File: config.mk
export PLATFORM = sky130hd
export DESIGN_NAME = hilo_mdu_flat
export DESIGN_NICKNAME = d
export VERILOG_FILES = /design/src/rtl/hilo_mdu_if.sv /design/src/rtl/hilo_mdu.sv /design/src/flat_wrapper.sv
export SDC_FILE = /design/constraint.sdc
export NUM_CORES = 2
export LEC_CHECK = 0
export ABC_CLOCK_PERIOD_IN_PS = 7800
export CAP_MARGIN = 30
export CORE_MARGIN = 4
export CORE_UTILIZATION = 59
export DETAILED_ROUTE_END_ITERATION = 12
export GPL_TIMING_DRIVEN = 0
export PLACE_DENSITY = 0.79
export SLEW_MARGIN = 20
export SYNTH_ARGS = -nofsm -noshare
export SYNTH_HDL_FRONTEND = slang
export SYNTH_SLANG_ARGS = --single-unit
File: constraint.sdc
create_clock -name clk -period 7.8 [get_ports clk]
set_input_delay 1.17 -clock clk [delete_from_list [all_inputs] [get_ports clk]]
set_output_delay 1.17 -clock clk [all_outputs]
set_load 0.1 [all_outputs]
File: src/rtl/hilo_mdu_if.sv
// EX-stage request/response bundle between the pipeline and the HI/LO multiply/divide unit.
// The pipeline side is the master; hilo_mdu is the slave.
interface hilo_mdu_if;
  logic [31:0] Instr2;
  logic [31:0] A;
  logic [31:0] B2;
  logic        Start;
  logic        IntReq;
  logic        Rollback;
  logic [31:0] HILO;
  logic        Busy;

  modport master (
    output Instr2, A, B2, Start, IntReq, Rollback,
    input  HILO, Busy
  );

  modport slave (
    input  Instr2, A, B2, Start, IntReq, Rollback,
    output HILO, Busy
  );
endinterface

File: src/rtl/hilo_mdu.sv
// Multi-cycle MULT/MULTU/DIV/DIVU responder owning the architectural HI/LO registers.
// Define MDU_DIV_EN to build the divider; otherwise DIV/DIVU are no-ops.
`default_nettype none

module hilo_mdu #(
  parameter int MULT_CYCLES = 5,
  parameter int DIV_CYCLES  = 10
) (
  input  wire logic clk,
  input  wire logic reset,
  hilo_mdu_if.slave bus
);

  localparam logic [5:0] F_MFHI = 6'b010000;
  localparam logic [5:0] F_MTHI = 6'b010001;
  localparam logic [5:0] F_MFLO = 6'b010010;
  localparam logic [5:0] F_MTLO = 6'b010011;

  typedef enum logic {S_IDLE, S_RUN} state_e;
  typedef enum logic [1:0] {OP_MULT, OP_MULTU, OP_DIV, OP_DIVU} op_e;

  state_e      state_q, state_d;
  logic [3:0]  cnt_q, cnt_d;
  op_e         op_q;
  logic [31:0] a_q, b_q;
  logic [31:0] hi_q, lo_q;
  logic        load, commit;

  // Instruction decode
  logic       special;
  logic [5:0] funct;
  logic       md_funct, accept, start_ok;
  logic       unused_instr;

  assign special      = (bus.Instr2[31:26] == 6'b000000);
  assign funct        = bus.Instr2[5:0];
  assign unused_instr = ^bus.Instr2[25:6];
  assign md_funct     = special && (funct[5:2] == 4'b0110);
`ifdef MDU_DIV_EN
  assign accept       = md_funct;
`else
  assign accept       = md_funct && !funct[1];
`endif
  assign start_ok     = bus.Start && accept && !bus.IntReq;

  // NOTE: sequential state uses non-blocking assignments so every flop samples pre-edge values.
  always_ff @(posedge clk or negedge reset) begin
    if (!reset) begin
      state_q <= S_IDLE;
      cnt_q   <= '0;
    end else begin
      state_q <= state_d;
      cnt_q   <= cnt_d;
    end
  end

  // NOTE: every signal driven here gets a default first so no path infers a latch.
  always_comb begin
    state_d = state_q;
    cnt_d   = cnt_q;
    load    = 1'b0;
    commit  = 1'b0;
    case (state_q)
      S_IDLE: begin
        if (start_ok) begin
          state_d = S_RUN;
          load    = 1'b1;
          cnt_d   = funct[1] ? 4'(DIV_CYCLES) : 4'(MULT_CYCLES);
        end
      end
      S_RUN: begin
        if (bus.Rollback) begin
          state_d = S_IDLE;
          cnt_d   = '0;
        end else begin
          cnt_d = cnt_q - 4'd1;
          if (cnt_q == 4'd1) begin
            state_d = S_IDLE;
            commit  = 1'b1;
          end
        end
      end
      default: begin
        state_d = S_IDLE;
        cnt_d   = '0;
      end
    endcase
  end

  always_ff @(posedge clk or negedge reset) begin
    if (!reset) begin
      op_q <= OP_MULT;
      a_q  <= '0;
      b_q  <= '0;
    end else if (load) begin
      op_q <= op_e'(funct[1:0]);
      a_q  <= bus.A;
      b_q  <= bus.B2;
    end
  end

  // Sign-extending both operands for MULT lets one 64-bit multiplier serve both flavours.
  logic        sext;
  logic [63:0] prod;
  assign sext = (op_q == OP_MULT);
  assign prod = {{32{sext & a_q[31]}}, a_q} * {{32{sext & b_q[31]}}, b_q};

`ifdef MDU_DIV_EN
  // Divide magnitudes, then restore signs: quotient truncates toward zero and the
  // remainder follows the dividend. 0x80000000 / -1 falls out as 0x80000000 rem 0.
  logic        a_neg, b_neg;
  logic [31:0] a_mag, b_mag, q_mag, r_mag, quot, rem;
  assign a_neg = (op_q == OP_DIV) & a_q[31];
  assign b_neg = (op_q == OP_DIV) & b_q[31];
  assign a_mag = a_neg ? -a_q : a_q;
  assign b_mag = b_neg ? -b_q : b_q;
  assign q_mag = (b_mag == 32'd0) ? 32'd0 : a_mag / b_mag;
  assign r_mag = (b_mag == 32'd0) ? 32'd0 : a_mag % b_mag;
  assign quot  = (a_neg ^ b_neg) ? -q_mag : q_mag;
  assign rem   = a_neg ? -r_mag : r_mag;
`endif

  logic        res_ok;
  logic [31:0] res_hi, res_lo;

  always_comb begin
    res_ok = 1'b1;
    res_hi = prod[63:32];
    res_lo = prod[31:0];
`ifdef MDU_DIV_EN
    if (op_q == OP_DIV || op_q == OP_DIVU) begin
      res_ok = (b_q != 32'd0);
      res_hi = rem;
      res_lo = quot;
    end
`endif
  end

  // MT writes land only while idle; a result commit can only happen from RUN.
  always_ff @(posedge clk or negedge reset) begin
    if (!reset) begin
      hi_q <= '0;
      lo_q <= '0;
    end else if (commit) begin
      if (res_ok) begin
        hi_q <= res_hi;
        lo_q <= res_lo;
      end
    end else if (state_q == S_IDLE && !bus.IntReq && special) begin
      if (funct == F_MTHI) hi_q <= bus.A;
      if (funct == F_MTLO) lo_q <= bus.A;
    end
  end

  assign bus.Busy = (state_q == S_RUN);
  assign bus.HILO = (special && funct == F_MFHI) ? hi_q :
                    (special && funct == F_MFLO) ? lo_q : 32'd0;

endmodule

`default_nettype wire

File: src/flat_wrapper.sv
// flat-port wrapper written by rule: the top's interface ports become plain ports
module hilo_mdu_flat 
#(
  parameter int MULT_CYCLES = 5,
  parameter int DIV_CYCLES  = 10
)
  (clk, reset, bus_Instr2, bus_A, bus_B2, bus_Start, bus_IntReq, bus_Rollback, bus_HILO, bus_Busy);
  hilo_mdu_if bus_i ();
  input  wire logic clk;
  input  wire logic reset;
  input wire logic [$bits(bus_i.Instr2)-1:0] bus_Instr2;
  input wire logic [$bits(bus_i.A)-1:0] bus_A;
  input wire logic [$bits(bus_i.B2)-1:0] bus_B2;
  input wire logic [$bits(bus_i.Start)-1:0] bus_Start;
  input wire logic [$bits(bus_i.IntReq)-1:0] bus_IntReq;
  input wire logic [$bits(bus_i.Rollback)-1:0] bus_Rollback;
  output wire logic [$bits(bus_i.HILO)-1:0] bus_HILO;
  output wire logic [$bits(bus_i.Busy)-1:0] bus_Busy;
  assign bus_i.Instr2 = bus_Instr2;
  assign bus_i.A = bus_A;
  assign bus_i.B2 = bus_B2;
  assign bus_i.Start = bus_Start;
  assign bus_i.IntReq = bus_IntReq;
  assign bus_i.Rollback = bus_Rollback;
  assign bus_HILO = bus_i.HILO;
  assign bus_Busy = bus_i.Busy;
  hilo_mdu #(.MULT_CYCLES(MULT_CYCLES), .DIV_CYCLES(DIV_CYCLES)) u_core (.clk(clk), .reset(reset), .bus(bus_i));
endmodule
==> key figures <==
Status
  • Outcome: finished, violations left
  • Failing checks: negative setup slack

Timing
  • Fin crit period: 7.99 ns
  • Final Setup Violations: 22
  • Peak Freq: 0.125 GHz
  • Fin Clk Skew: 0.0153 ns
  • Final Slew Violations: 0
  • Headroom to the max-slew limit: between 30% and 40%
  • Hold_ws: about 0.53 ns
  • RSZ-0062 raised after global routing: yes
  • Fin worst setup slack: -0.193 ns
  • Worst-margin pin slew: between 1 and 1.5 ns
  • Final hold viol count: 0
  • Final period utilization: 102%

Finish
  • Final Core Density: 70.0%
  • Share of post-route cells with drive strength above 1: 14.7%
  • Synth-to-Final Area Change: 17.5%
  • Post-layout nets: between 6000 and 7000
  • # fillers: 5802

Critical path
  • Worst Setup Start Kind: register
  • Worst r2r src: u_core.a_q[14]
  • Crit-path slowest cell: fa_2
  • Cell mode on critical path: fa_1
  • Critical path's largest stage delay: around 0.7 ns
  • CP arrival: 8.30 ns
  • CP top delay family: adder cells
  • Critical Path Start: u_core.a_q[14]
  • Buf/Inv on CP: 10
  • CP Max Fanout: 10
  • Crit Path Category: reg2reg
  • Crit. End Element: register
  • CP required: 8.10 ns

Logic synthesis
  • Syn Nets: 6472
  • Synth unique cells: 66
  • Share of flip-flops with an asynchronous set or reset: 100%
  • Syn Inst Count: approximately 5000
  • Area leader, netlist: fa_1
  • FF+latch count, synth: 135
  • Post-synth EDFFs: 0
  • Largest cells by area after synthesis: fa_1 51%, inv_1 10%, nand2_1 9.7%, dfrtp_1 7.6%, ha_1 6.0%
  • Seq/Total Area, Yosys: 7.61%
  • Syn Area/Cell: approximately 8.8 um^2
  • Total of warnings raised by yosys: 0
  • Synth top area share: between 50% and 60%
  • Top_reg_cell synth: dfrtp_1
  • Mapped Area: 44400 um^2

Detailed routing
  • Via/cell ratio: 6.04
  • Initial drt markers: 4567
  • Pre-antenna DRT Iters: 6
  • Routed len/inst: approximately 30 um
  • Antenna-violating nets left: 0
  • DRC errors left: 0
  • Via count: 38400
  • Post-Route WL: around 190 mm

Place
  • Port Buffer Count: between 100 and 150
  • GP Congestion: 1.07
  • Post-placement setup slack: -1.86 ns
  • Hpwl dp: 154 mm

Global routing
  • Initial antenna violation count: 16
  • Vias in the first global route: 39000
  • Largest net degree at the start of global routing: 73
  • GRT Total Usage: 48.4%
  • First-pass GRT wire length: 269 mm
  • GR Overflow Total: 0

Power and ir drop
  • P per Cell Area: 33.1 nW/um^2
  • Final Power: 1.73 mW
  • Leakage Power: 25.1 nW
  • Maximum VDD drop: 0.000130 V

Floorplan
  • Initial Util: 59.6%
  • Die Wd: 282 um
  • Die H: 282 um
  • Die area: about 80000 um^2
  • Boundary pin count: 134
  • Core ar.: approximately 74000 um^2
  • FP Rows: 100

Clocking
  • Num CTS Buffers: 17
  • Clock buffer depth: 2
  • Reg clk slew, reported paths: 0.07 ns
  • Root buf cell: clkbuf_16
  • H-tree levels: 4
  • CTS tree: built
  • Clk Latency, worst-skew pair: around 0.45 ns
  • Clk sinks: 135

Worst hold path
  • Hold Path Origin: u_core.cnt_q[0]
  • Worst Hold Class: reg2reg

Flow run
  • Max Cap Viol: 0
==> final cells by class <==
class                      instances  area, um^2  share of cell area, %
multi-input combinational       3390       36400                   69.8
inverter                        1202        4540                   8.71
timing repair buffer             365        3600                   6.91
sequential                       135        3480                   6.67
buffer                           256        2290                   4.40
tap                              969        1210                   2.33
clock buffer                      18         429                  0.823
clock inverter                    14         178                  0.341
antenna                            8        20.0                 0.0384
==> through the flow <==
stage,instance area [um^2],cells,TNS [ns]
2_1_floorplan,44400,5032,0
3_3_place_gp,46700,6114,-73.18
3_5_place_dp,47200,6151,-54.28
4_1_cts,49900,6219,-0.447
5_1_grt,52100,6349,-5.03
6_report,52100,6357,-1.89
==> report_power, final <==
part	switching, mW	total, mW	internal (mW)
logic	0.0841	0.147	0.0625
registers	0.00787	0.712	0.704
clock network	0.381	0.867	0.486
total	0.473	1.73	1.25
==> worst reg2reg max path, delay by kind of cell (launching register included) <==
family	cells	cell delay (ns)
xor+xnor	1	0.21
flops	1	0.49
fa+ha+maj	9	4.56
buf+inv	10	1.21
compound gates	5	0.67
simple gates	4	0.70
==> worst paths after layout <==
check / cells after the start / end / slack, ns
max: 29 / u_core.hi_q[17] / -0.19
min: 1 / u_core.cnt_q[0] / 0.53
max reg2reg: 29 / u_core.hi_q[17] / -0.19
min reg2reg: 1 / u_core.cnt_q[0] / 0.53
max in group asynchronous: 2 / u_core.b_q[16] / 6.30
min in group asynchronous: 1 / u_core.hi_q[21] / 0.68
==> sequential cells by signal, summed over array words and instances, names as in the netlist <==
signal	flops
u_core.b_q	32
u_core.cnt_q	4
u_core.a_q	32
u_core.bus.Busy	1
u_core.lo_q	32
u_core.op_q	2
u_core.hi_q	32
==> synth_stat cells, types with 3 or more instances <==
library cell and instances:
dfrtp_1 135, buf_2 11, a22o_1 32, inv_1 1202, nand4_1 20, and3_1 39
a211oi_2 3, o211ai_1 6, nor4_1 8, xnor3_1 3, o21a_1 8, o21ai_0 33
xnor2_1 40, ha_1 214, a21oi_1 82, nor3_1 16, nand2_1 1145, buf_1 5
a31oi_1 49, nand3_1 17, a211oi_1 11, mux2i_1 5, nor2b_1 3, or3_1 5
o31ai_1 5, nand2b_1 4, or2_2 15, o21bai_1 14, a21o_1 38, clkbuf_1 289
nor3b_1 4, and2_1 273, nor2_1 103, a31o_2 4, xor2_1 22, o21ai_1 5
fa_1 1125
==> layout by cell type (no fill, tap or decap), drive strengths merged, types with 4 or more instances in the layout <==
cell           Yosys  routed
a211oi            14      14
a21o              39      39
a21oi             82      82
a22o              32      32
a31o               4       4
a31oi             50      50
and2             273     273
and3              39      39
buf               16     350
clkbuf           289     177
clkdlybuf4s50      0     112
clkinvlp           0       9
dfrtp            135     135
diode              0       8
fa              1125    1125
ha               214     214
inv             1202    1204
mux2i              5       5
nand2           1146    1146
nand2b             4       4
nand3             17      17
nand4             20      20
nor2             103     103
nor3              16      16
nor3b              4       4
nor4               8       8
o211ai             6       6
o21a               8       8
o21ai             39      39
o21bai            14      14
o31ai              5       5
or2               15      15
or3                5       5
xnor2             41      41
xor2              22      22
==> cells by family after synthesis <==
family / count (synthesis) / synth area share (%)
adders and majority gates: 1339 / 56.8
AOI/OAI and AO/OA: 316 / 4.88
xor gates and xnor gates: 66 / 1.41
muxes: 6 / 0.138
and+or+nand+nor: 1663 / 16.4
DFF: 135 / 7.61
buffers and inverters: 1507 / 12.8
==> layer usage <==
layer	GRT usage, %	part of all wire [%]	vias to the layer above
met3	19.3	14	852
met2	68.7	42	2899
met1	60.3	34	19400
met5	0	0.052	-
li1	-	-	15200
met4	35.3	9.8	14
==> timing repair <==
action	CTS	global route
gates resized for setup	559	431
setup buffers	80	137
endpoints found under the setup margin	44	40
hold buffers	0	0
pin swaps	54	115
gates cloned	0	2
Power figures use the tool's default switching activity.
